===== config.mk =====
export PLATFORM = sky130hd
export DESIGN_NAME = ace_dispatch_flat
export DESIGN_NICKNAME = d
export VERILOG_FILES = /design/src/rtl/ace_dispatch_if.sv /design/src/rtl/ace_dispatch.sv /design/src/flat_wrapper.sv
export SDC_FILE = /design/constraint.sdc
export NUM_CORES = 1
export LEC_CHECK = 0
export ABC_AREA = 1
export CAP_MARGIN = 30
export CELL_PAD_IN_SITES_DETAIL_PLACEMENT = 1
export CELL_PAD_IN_SITES_GLOBAL_PLACEMENT = 2
export CORE_ASPECT_RATIO = 1.4
export CORE_MARGIN = 2
export CORE_UTILIZATION = 27
export DETAILED_ROUTE_END_ITERATION = 8
export GPL_ROUTABILITY_DRIVEN = 0
export PLACE_DENSITY_LB_ADDON = 0.25
export SKIP_LAST_GASP = 1
export SYNTH_ARGS = -nofsm -noshare
export SYNTH_HDL_FRONTEND = slang
export SYNTH_SLANG_ARGS = --single-unit

===== constraint.sdc =====
create_clock -name clock -period 5.4 [get_ports clock]
set_clock_uncertainty 0.2 [all_clocks]
set_input_delay 1.08 -clock clock [delete_from_list [all_inputs] [get_ports clock]]
set_output_delay 1.08 -clock clock [all_outputs]
set_load 0.02 [all_outputs]

===== src/rtl/ace_dispatch_if.sv =====
// rtl/ace_dispatch_if.sv - decoder-group, reservation-station and exception signals of ace_dispatch
interface ace_dispatch_if #(
    parameter int UOP_W = 28
);
    logic [3:0]       dec_vld_i;
    logic [UOP_W-1:0] dec_uop0_i;
    logic [UOP_W-1:0] dec_uop1_i;
    logic [UOP_W-1:0] dec_uop2_i;
    logic [UOP_W-1:0] dec_uop3_i;
    logic [3:0]       dec_rs_id_i;
    logic [3:0]       dec_illegal_i;
    logic             dec_rdy_o;
    logic             rs0_vld_o;
    logic [UOP_W-1:0] rs0_uop_o;
    logic             rs1_vld_o;
    logic [UOP_W-1:0] rs1_uop_o;
    logic             rs0_crd_ret_i;
    logic             rs1_crd_ret_i;
    logic             excp_o;
    logic [1:0]       excp_slot_o;

    modport master (
        output dec_vld_i, dec_uop0_i, dec_uop1_i, dec_uop2_i, dec_uop3_i,
        output dec_rs_id_i, dec_illegal_i, rs0_crd_ret_i, rs1_crd_ret_i,
        input  dec_rdy_o, rs0_vld_o, rs0_uop_o, rs1_vld_o, rs1_uop_o,
        input  excp_o, excp_slot_o
    );

    modport slave (
        input  dec_vld_i, dec_uop0_i, dec_uop1_i, dec_uop2_i, dec_uop3_i,
        input  dec_rs_id_i, dec_illegal_i, rs0_crd_ret_i, rs1_crd_ret_i,
        output dec_rdy_o, rs0_vld_o, rs0_uop_o, rs1_vld_o, rs1_uop_o,
        output excp_o, excp_slot_o
    );
endinterface


===== src/rtl/ace_dispatch.sv =====
// rtl/ace_dispatch.sv - in-order dispatch of a 4-wide decoded group to two credit-tracked reservation stations
module ace_dispatch #(
    parameter int UOP_W    = 28,
    parameter int RS_DEPTH = 8,
    parameter int CRD_W    = 4
) (
    input  logic          clock,
    input  logic          reset_n,
    input  logic          flush_i,
    ace_dispatch_if.slave bus
);
    typedef enum logic [1:0] {IDLE, DISP, EXCP} state_t;

    localparam logic [CRD_W-1:0] CRD_FULL = CRD_W'(RS_DEPTH);

    state_t           state, state_nxt;
    logic [3:0]       grp_vld;
    logic [3:0]       grp_rs;
    logic [3:0]       grp_ill;
    logic [UOP_W-1:0] grp_uop [4];
    logic [1:0]       head;
    logic [CRD_W-1:0] crd0, crd1;

    logic             rs0_vld, rs1_vld, excp;
    logic [UOP_W-1:0] rs0_uop, rs1_uop;
    logic [1:0]       excp_slot;

    logic             use0, use1, excp_hit, all_done, dec_rdy, capture, scan_stop;
    logic [UOP_W-1:0] sel_uop0, sel_uop1;
    logic [2:0]       adv, idx, nxt_idx;
    logic [3:0]       run_mask;

    // Program-order scan from head: stop at the first slot that cannot go this cycle.
    always_comb begin
        scan_stop = (state != DISP);
        use0      = 1'b0;
        use1      = 1'b0;
        sel_uop0  = '0;
        sel_uop1  = '0;
        adv       = 3'd0;
        excp_hit  = 1'b0;
        idx       = 3'd0;
        for (int i = 0; i < 4; i++) begin
            idx = {1'b0, head} + 3'(i);
            if (!scan_stop) begin
                if (idx > 3'd3 || !grp_vld[idx[1:0]]) begin
                    scan_stop = 1'b1;
                end else if (grp_ill[idx[1:0]]) begin
                    scan_stop = 1'b1;
                    excp_hit  = (i == 0);
                end else if (!grp_rs[idx[1:0]]) begin
                    if (crd0 != '0 && !use0) begin
                        use0     = 1'b1;
                        sel_uop0 = grp_uop[idx[1:0]];
                        adv      = adv + 3'd1;
                    end else begin
                        scan_stop = 1'b1;
                    end
                end else begin
                    if (crd1 != '0 && !use1) begin
                        use1     = 1'b1;
                        sel_uop1 = grp_uop[idx[1:0]];
                        adv      = adv + 3'd1;
                    end else begin
                        scan_stop = 1'b1;
                    end
                end
            end
        end
        nxt_idx  = {1'b0, head} + adv;
        all_done = (nxt_idx > 3'd3) || !grp_vld[nxt_idx[1:0]];
    end

    always_comb begin
        run_mask[0] = bus.dec_vld_i[0];
        for (int i = 1; i < 4; i++) begin
            run_mask[i] = run_mask[i-1] & bus.dec_vld_i[i];
        end
    end

    always_ff @(posedge clock or negedge reset_n) begin
        if (!reset_n) begin
            state <= IDLE;
        end else begin
            state <= state_nxt;
        end
    end

    always_comb begin
        state_nxt = state;
        if (flush_i) begin
            state_nxt = IDLE;
        end else begin
            case (state)
                IDLE: if (capture) state_nxt = DISP;
                DISP: begin
                    if (excp_hit)                  state_nxt = EXCP;
                    else if (all_done && !capture) state_nxt = IDLE;
                end
                EXCP:    state_nxt = EXCP;
                default: state_nxt = IDLE;
            endcase
        end
    end

    always_comb begin
        dec_rdy = 1'b0;
        if (!flush_i) begin
            case (state)
                IDLE:    dec_rdy = 1'b1;
                DISP:    dec_rdy = !excp_hit && all_done;
                default: dec_rdy = 1'b0;
            endcase
        end
        capture = bus.dec_vld_i[0] && dec_rdy;
    end

    always_ff @(posedge clock or negedge reset_n) begin
        if (!reset_n) begin
            grp_vld <= '0;
            grp_rs  <= '0;
            grp_ill <= '0;
            head    <= 2'd0;
            for (int i = 0; i < 4; i++) grp_uop[i] <= '0;
        end else if (flush_i) begin
            grp_vld <= '0;
            head    <= 2'd0;
        end else if (capture) begin
            grp_vld    <= run_mask;
            grp_rs     <= bus.dec_rs_id_i;
            grp_ill    <= bus.dec_illegal_i;
            grp_uop[0] <= bus.dec_uop0_i;
            grp_uop[1] <= bus.dec_uop1_i;
            grp_uop[2] <= bus.dec_uop2_i;
            grp_uop[3] <= bus.dec_uop3_i;
            head       <= 2'd0;
        end else if (state == DISP && !excp_hit) begin
            if (all_done) grp_vld <= '0;
            else          head    <= nxt_idx[1:0];
        end
    end

    // A return with no dispatch saturates at full; return plus dispatch cancels out.
    always_ff @(posedge clock or negedge reset_n) begin
        if (!reset_n) begin
            crd0 <= CRD_FULL;
            crd1 <= CRD_FULL;
        end else if (flush_i) begin
            crd0 <= CRD_FULL;
            crd1 <= CRD_FULL;
        end else begin
            if (use0 && !bus.rs0_crd_ret_i)                    crd0 <= crd0 - 1'b1;
            else if (!use0 && bus.rs0_crd_ret_i && crd0 != CRD_FULL) crd0 <= crd0 + 1'b1;
            if (use1 && !bus.rs1_crd_ret_i)                    crd1 <= crd1 - 1'b1;
            else if (!use1 && bus.rs1_crd_ret_i && crd1 != CRD_FULL) crd1 <= crd1 + 1'b1;
        end
    end

    always_ff @(posedge clock or negedge reset_n) begin
        if (!reset_n) begin
            rs0_vld   <= 1'b0;
            rs1_vld   <= 1'b0;
            rs0_uop   <= '0;
            rs1_uop   <= '0;
            excp      <= 1'b0;
            excp_slot <= 2'd0;
        end else if (flush_i) begin
            rs0_vld <= 1'b0;
            rs1_vld <= 1'b0;
            excp    <= 1'b0;
        end else begin
            rs0_vld <= use0;
            rs1_vld <= use1;
            if (use0) rs0_uop <= sel_uop0;
            if (use1) rs1_uop <= sel_uop1;
            if (excp_hit) begin
                excp      <= 1'b1;
                excp_slot <= head;
            end
        end
    end

    assign bus.dec_rdy_o   = dec_rdy;
    assign bus.rs0_vld_o   = rs0_vld;
    assign bus.rs0_uop_o   = rs0_uop;
    assign bus.rs1_vld_o   = rs1_vld;
    assign bus.rs1_uop_o   = rs1_uop;
    assign bus.excp_o      = excp;
    assign bus.excp_slot_o = excp_slot;
endmodule


===== src/flat_wrapper.sv =====
// flat-port wrapper written by rule: the top's interface ports become plain ports
module ace_dispatch_flat 
#(
    parameter int UOP_W    = 28,
    parameter int RS_DEPTH = 8,
    parameter int CRD_W    = 4
)
  (clock, reset_n, flush_i, bus_dec_vld_i, bus_dec_uop0_i, bus_dec_uop1_i, bus_dec_uop2_i, bus_dec_uop3_i, bus_dec_rs_id_i, bus_dec_illegal_i, bus_rs0_crd_ret_i, bus_rs1_crd_ret_i, bus_dec_rdy_o, bus_rs0_vld_o, bus_rs0_uop_o, bus_rs1_vld_o, bus_rs1_uop_o, bus_excp_o, bus_excp_slot_o);
  ace_dispatch_if #(.UOP_W(UOP_W)) bus_i ();
  input  logic clock;
  input  logic reset_n;
  input  logic flush_i;
  input wire logic [$bits(bus_i.dec_vld_i)-1:0] bus_dec_vld_i;
  input wire logic [$bits(bus_i.dec_uop0_i)-1:0] bus_dec_uop0_i;
  input wire logic [$bits(bus_i.dec_uop1_i)-1:0] bus_dec_uop1_i;
  input wire logic [$bits(bus_i.dec_uop2_i)-1:0] bus_dec_uop2_i;
  input wire logic [$bits(bus_i.dec_uop3_i)-1:0] bus_dec_uop3_i;
  input wire logic [$bits(bus_i.dec_rs_id_i)-1:0] bus_dec_rs_id_i;
  input wire logic [$bits(bus_i.dec_illegal_i)-1:0] bus_dec_illegal_i;
  input wire logic [$bits(bus_i.rs0_crd_ret_i)-1:0] bus_rs0_crd_ret_i;
  input wire logic [$bits(bus_i.rs1_crd_ret_i)-1:0] bus_rs1_crd_ret_i;
  output wire logic [$bits(bus_i.dec_rdy_o)-1:0] bus_dec_rdy_o;
  output wire logic [$bits(bus_i.rs0_vld_o)-1:0] bus_rs0_vld_o;
  output wire logic [$bits(bus_i.rs0_uop_o)-1:0] bus_rs0_uop_o;
  output wire logic [$bits(bus_i.rs1_vld_o)-1:0] bus_rs1_vld_o;
  output wire logic [$bits(bus_i.rs1_uop_o)-1:0] bus_rs1_uop_o;
  output wire logic [$bits(bus_i.excp_o)-1:0] bus_excp_o;
  output wire logic [$bits(bus_i.excp_slot_o)-1:0] bus_excp_slot_o;
  assign bus_i.dec_vld_i = bus_dec_vld_i;
  assign bus_i.dec_uop0_i = bus_dec_uop0_i;
  assign bus_i.dec_uop1_i = bus_dec_uop1_i;
  assign bus_i.dec_uop2_i = bus_dec_uop2_i;
  assign bus_i.dec_uop3_i = bus_dec_uop3_i;
  assign bus_i.dec_rs_id_i = bus_dec_rs_id_i;
  assign bus_i.dec_illegal_i = bus_dec_illegal_i;
  assign bus_i.rs0_crd_ret_i = bus_rs0_crd_ret_i;
  assign bus_i.rs1_crd_ret_i = bus_rs1_crd_ret_i;
  assign bus_dec_rdy_o = bus_i.dec_rdy_o;
  assign bus_rs0_vld_o = bus_i.rs0_vld_o;
  assign bus_rs0_uop_o = bus_i.rs0_uop_o;
  assign bus_rs1_vld_o = bus_i.rs1_vld_o;
  assign bus_rs1_uop_o = bus_i.rs1_uop_o;
  assign bus_excp_o = bus_i.excp_o;
  assign bus_excp_slot_o = bus_i.excp_slot_o;
  ace_dispatch #(.UOP_W(UOP_W), .RS_DEPTH(RS_DEPTH), .CRD_W(CRD_W)) u_core (.clock(clock), .reset_n(reset_n), .flush_i(flush_i), .bus(bus_i));
endmodule

After elaboration in Yosys (flattened, before gate mapping) --
Cells that the tools add are included.
Storage, ports and cells: register bits 197, input port bits 129, output and inout port bits 62, word-level logic and storage cells 308
Operators by class: add/sub/neg operators 11, $lt $le $gt $ge 14, equal/unequal tests 8, multiplexer cells 197, bitwise logic cells 8, reductions and logical operators 53
Operators with widths (number):
- $mux W28 | 48
- $bmux W28 S2 | 4
- $mux W1 | 90
- $mux W3 | 22
- $mux W4 | 10
- $bmux W1 S2 | 13
- $logic_not A1 Y1 | 17
- $logic_and A1 B1 Y1 | 16
- $mux W2 | 8
- $lt A2 B3 Y1 const B | 5
- $reduce_and A2 Y1 | 7
- $ge A3 B3 Y1 const B | 4
- $gt A3 B2 Y1 const B | 4
- $not A2 Y3 | 4
- $reduce_bool A3 Y1 | 4
- $add A3 B1 Y3 const B | 3
- $add A4 B1 Y4 const B | 2
- $ne A4 B4 Y1 const B | 2
- $reduce_bool A4 Y1 | 2
- $sub A4 B1 Y4 const B | 2
- $add A2 B2 Y3 const B | 2
- $pmux W2 S3 | 1
- $logic_or A1 B1 Y1 | 5
- $ne A4 B2 Y1 const B | 1
- 13 further kinds | 15

Depth between registers and ports, before layout --
depth in word-level cells 42, depth in mapped cells 27, depth with buffers taken out 23

Worst setup path before layout --
Ideal clock, no wire load.
kind flip-flop to output port, start register u_core.head[0], end output port bus_dec_rdy_o, arrival time 4158 ps, required time 4120 ps, slack -38 ps, cell stages (with the launch flop) 23, buffers on the path 6, cell sequence dfrtp_1 -> buf_6 -> inv_4 -> buf_6 -> buf_2 -> buf_1 -> ha_1 -> inv_1 -> nand3_1 -> nand2_2 -> inv_2 -> clkbuf_1 -> o22ai_1 -> a21oi_1 -> ha_1 -> fa_1 -> inv_1 -> a21oi_1 -> o21ai_0 -> nand3b_1 -> nand3_4 -> a21oi_4 -> clkbuf_1
On the way: word-level cells in the longest chain between the ends 35
Ends and longest elaborated chain:
- from (decl) | line ace_dispatch.sv:21 | logic [1:0] head;
- from (signal assigned) | line ace_dispatch.sv:139 | else head <= nxt_idx[1:0];
- parallel branches: the longest is 32 deep, another holds $add A3 B1 Y3
- $logic_and A1 B1 Y1 * | line ace_dispatch.sv:111 | DISP: dec_rdy = !excp_hit && all_done;
- $pmux W1 S2 * | line ace_dispatch.sv:109 | case (state)
- $mux W1 * | line ace_dispatch.sv:108 | if (!flush_i) begin
- to (decl) | line flat_wrapper.sv:22 | output wire logic [$bits(bus_i.dec_rdy_o)-1:0] bus_dec_rdy_o;
Every way passes the cells marked *. The select of a mux whose other input is x is not followed.

Worst setup path in the final report --
Same ends and word-level chain as after synthesis.

==> results.txt <==
most frequent cells in the layout -> 548 x nand2_1, 193 x dfrtp_1, 187 x clkdlybuf4s50_1
Seq/Total Area, Yosys -> 44.7%
Cells after Synth -> 1510
Clock Sink Count -> 197
clock root cell -> clkbuf_16
YS warnings -> 0
Syn Nets -> 1650
CP endpoint kind -> output pin
GRT Overall Usage -> 20.3%
vias in the first global route -> 11500
Initial Util -> 27.4%
HP Class -> reg -> reg
Lkg Pwr -> 6.55 nW
drt drc -> 0
layout cell share with drive strength beyond 1 -> 7.28%
Peak VDD IR -> 0.215 mV
Crit Path Class -> reg -> out
drt initial violations -> 454
port buffer count -> 190
antenna violations before repair -> 0
Fmax -> 0.193 GHz
slowest stage delay, CP -> 0.57 ns
Avg WL per Cell -> 19.4 um
Die Height -> 243 um
Clock Pin Slew Worst Setup and Hold Paths -> 0.07 ns
Least-Margin Pin Slew -> 0.979 ns
first-pass GRT wire length -> 66000 um
Layout Area Growth over Synthesis -> 27.1%
worst hold slack -> 0.278 ns
largest net degree at the start of global routing -> 100
most common cell after layout, fill and taps aside -> nand2_1
num rows -> 87
post-route ant nets -> 0
DP HPWL -> 30700 um
post-route setup TNS -> 0 ns
slowest CP cell -> fa_1
DIE WIDTH -> 175 um
H-tree lvl count -> 4
Pwr per Cell Area -> 304 mW/mm2
Pre-Repair DR Iteration Count -> 5
Hold Fails Final Rpt -> 0
Clk Latency, worst-skew pair -> 0.46 ns
Synth Register Bits -> 197
max cap viols -> 0
max_slew headroom -> 34.2%
worst path required time -> 4.12 ns
max-slew violations -> 0
DP Worst Slack -> 0.139 ns
TritonCTS clock tree -> done
Syn Area/Cell -> 7.31 um2
period utilisation layout -> 96.0%
Startpoint Class -> register
critical-path cell list -> inv_8, nand2_1, nand3_1, nand2_2, nor2_1, nor2b_4, nor2_2, ha_1, o22ai_1, a21oi_1, ha_2, fa_1, inv_1, a21oi_1, o21ai_0, nand3b_1, nand3_4, a21oi_4, buf_6
nets -> 1789
status -> finished clean
vias -> 10800
ANT cells -> 0
vias per cell -> 4.93
Final WS setup -> 0.214 ns
CTS Buf Count -> 17
final wirelength -> 42600 um
Crit path max-delay family -> adder cells
Util after Layout -> 34.9%
Boundary Pins -> 191
Final Critical Period -> 5.19 ns
Worst Path Buf+Inv -> 3
Hold Buf Count CTS -> 0
die area -> 0.0426 mm2
Crit Path Max Fanout -> 11
final setup violation count -> 0
Cell Area, Synth -> 0.0110 mm2
CTS Buffer Depth -> 2
CORE AREA -> 0.0403 mm2
CP Data Arrival Time -> 3.91 ns
total gr overflow -> 0
Cell variety after synth -> 37
Crit path top cell by count -> a21oi_1
## final cells by class
class,instances,area (um2)
clock buffers,24,482
clock inverters,8,97.6
fillers,4935,26200
inverters,82,315
multi-input cells,1122,5300
flip-flops and latches,197,4940
well taps,534,668
repair buffers,229,2240
## Yosys cell counts
cell	number	share of area (%)
a21oi_1	54	2.4
a21oi_4	1	0.15
a31oi_1	1	0.057
and3_1	1	0.057
buf_1	3	0.10
buf_2	45	2.0
buf_4	3	0.20
buf_6	7	0.71
clkbuf_1	51	1.7
dfrtp_1	195	44
dfstp_2	2	0.48
fa_1	3	0.54
ha_1	8	0.91
inv_1	76	2.6
inv_2	5	0.17
inv_4	1	0.057
mux2i_1	8	0.73
nand2_1	550	19
nand2_2	3	0.17
nand3_1	148	6.7
nand3_2	2	0.18
nand3_4	1	0.16
nand3b_1	1	0.068
nand4_1	19	1.1
nor2_1	79	2.7
nor2_2	3	0.17
nor2_4	2	0.20
nor2b_4	1	0.12
nor3_1	1	0.045
o2111ai_1	3	0.24
o211ai_1	50	3.4
o21ai_0	139	6.3
o21ai_1	5	0.23
o22ai_1	1	0.057
o31ai_1	10	0.68
or2_2	24	1.4
xor2_1	4	0.32
## power breakdown
group / internal (mW) / switching [mW] / total, mW
Clock: 0.720 / 0.604 / 1.32
Sequential: 1.69 / 0.162 / 1.86
Combinational: 0.392 / 0.701 / 1.09
Total: 2.81 / 1.47 / 4.27
## layer usage
layer	vias up	share of wire [%]	global-route usage [%]	wire, um
met2	200	51	36.3	21800
li1	5196	-	-	-
met1	5342	40	22.5	16900
met3	83	2.7	2.84	1140
met5	-	0	0	0
met4	0	6.4	13.0	2720
## path summary, 6_finish.rpt
| kind | start | cells after the start | slack (ns) | endpoint |
|---|---|---|---|---|
| worst min-delay path | u_core.bus.rs1_uop_o[13]$_DFFE_PN0P_ | 2 | 0.28 | u_core.bus.rs1_uop_o[13]$_DFFE_PN0P_ |
| max in group asynchronous | reset_n | 2 | 3.45 | u_core.bus.rs1_uop_o[19]$_DFFE_PN0P_ |
| min in group asynchronous | reset_n | 1 | 0.47 | u_core.grp_uop[22]$_DFFE_PN0P_ |
| worst min register to register | u_core.bus.rs1_uop_o[13]$_DFFE_PN0P_ | 2 | 0.28 | u_core.bus.rs1_uop_o[13]$_DFFE_PN0P_ |
| worst max-delay path | u_core.head[0]$_DFFE_PN0P_ | 19 | 0.21 | bus_dec_rdy_o |
| worst max register to register | u_core.head[0]$_DFFE_PN0P_ | 23 | 0.40 | u_core.grp_uop[18]$_DFFE_PN0P_ |
## registers in the layout, summed over array words and instances, names as in the netlist
register	count
u_core.bus.rs0_vld_o	1
u_core.head	2
u_core.state	2
u_core.bus.rs1_uop_o	28
u_core.grp_uop	112
u_core.bus.rs0_uop_o	28
u_core.bus.rs1_vld_o	1
u_core.bus.excp_o	1
u_core.grp_rs	4
u_core.grp_vld	4
u_core.crd0	4
u_core.bus.excp_slot_o	2
u_core.grp_ill	4
u_core.crd1	4
## cell families (layout without fill, tap and decap cells)
family	count (synthesis)	count (layout)	synth area share (%)
compound gates	264	264	13.5
xor+xnor	4	4	0.317
fa+ha+maj	11	11	1.45
buf+inv	191	343	7.60
flops	197	197	44.7
mux	8	8	0.725
simple gates	835	835	31.7
## worst reg2reg max path: stages (launching register included)
cell and delay, ns:
dfrtp_4 0.55, inv_8 0.11, nand2_1 0.06, nand3_1 0.10, nand2_2 0.08, nor2_1 0.10, nor2b_4 0.22, nor2_2 0.07
ha_1 0.30, o22ai_1 0.17, a21oi_1 0.09, ha_2 0.20, fa_1 0.57, inv_1 0.06, a21oi_1 0.11, o21ai_0 0.09
nand3b_1 0.17, nand3_4 0.12, a21oi_4 0.16, buf_4 0.70, nand2_8 0.14, buf_12 0.25, nor2_1 0.21, a21oi_1 0.06
## metrics by stage
step | cells | cell area (um2) | total power, mW
3_3_place_gp | 2158 | 13400 | 2.95
3_5_place_dp | 2158 | 13400 | 2.99
5_1_grt | 2196 | 14000 | 4.53
2_1_floorplan | 1510 | 11000 | 2.49
4_1_cts | 2192 | 14000 | 4.33
6_report | 2196 | 14000 | 4.27
## timing repair
| item | in CTS | in global routing |
|---|---|---|
| pin swaps | 0 | 3 |
| gates cloned | 0 | 0 |
| setup endpoints to repair | 1 | 32 |
| gates resized for setup | 5 | 8 |
| buffers inserted | 2 | 4 |
No activity file was read; power rests on OpenSTA's default activity.
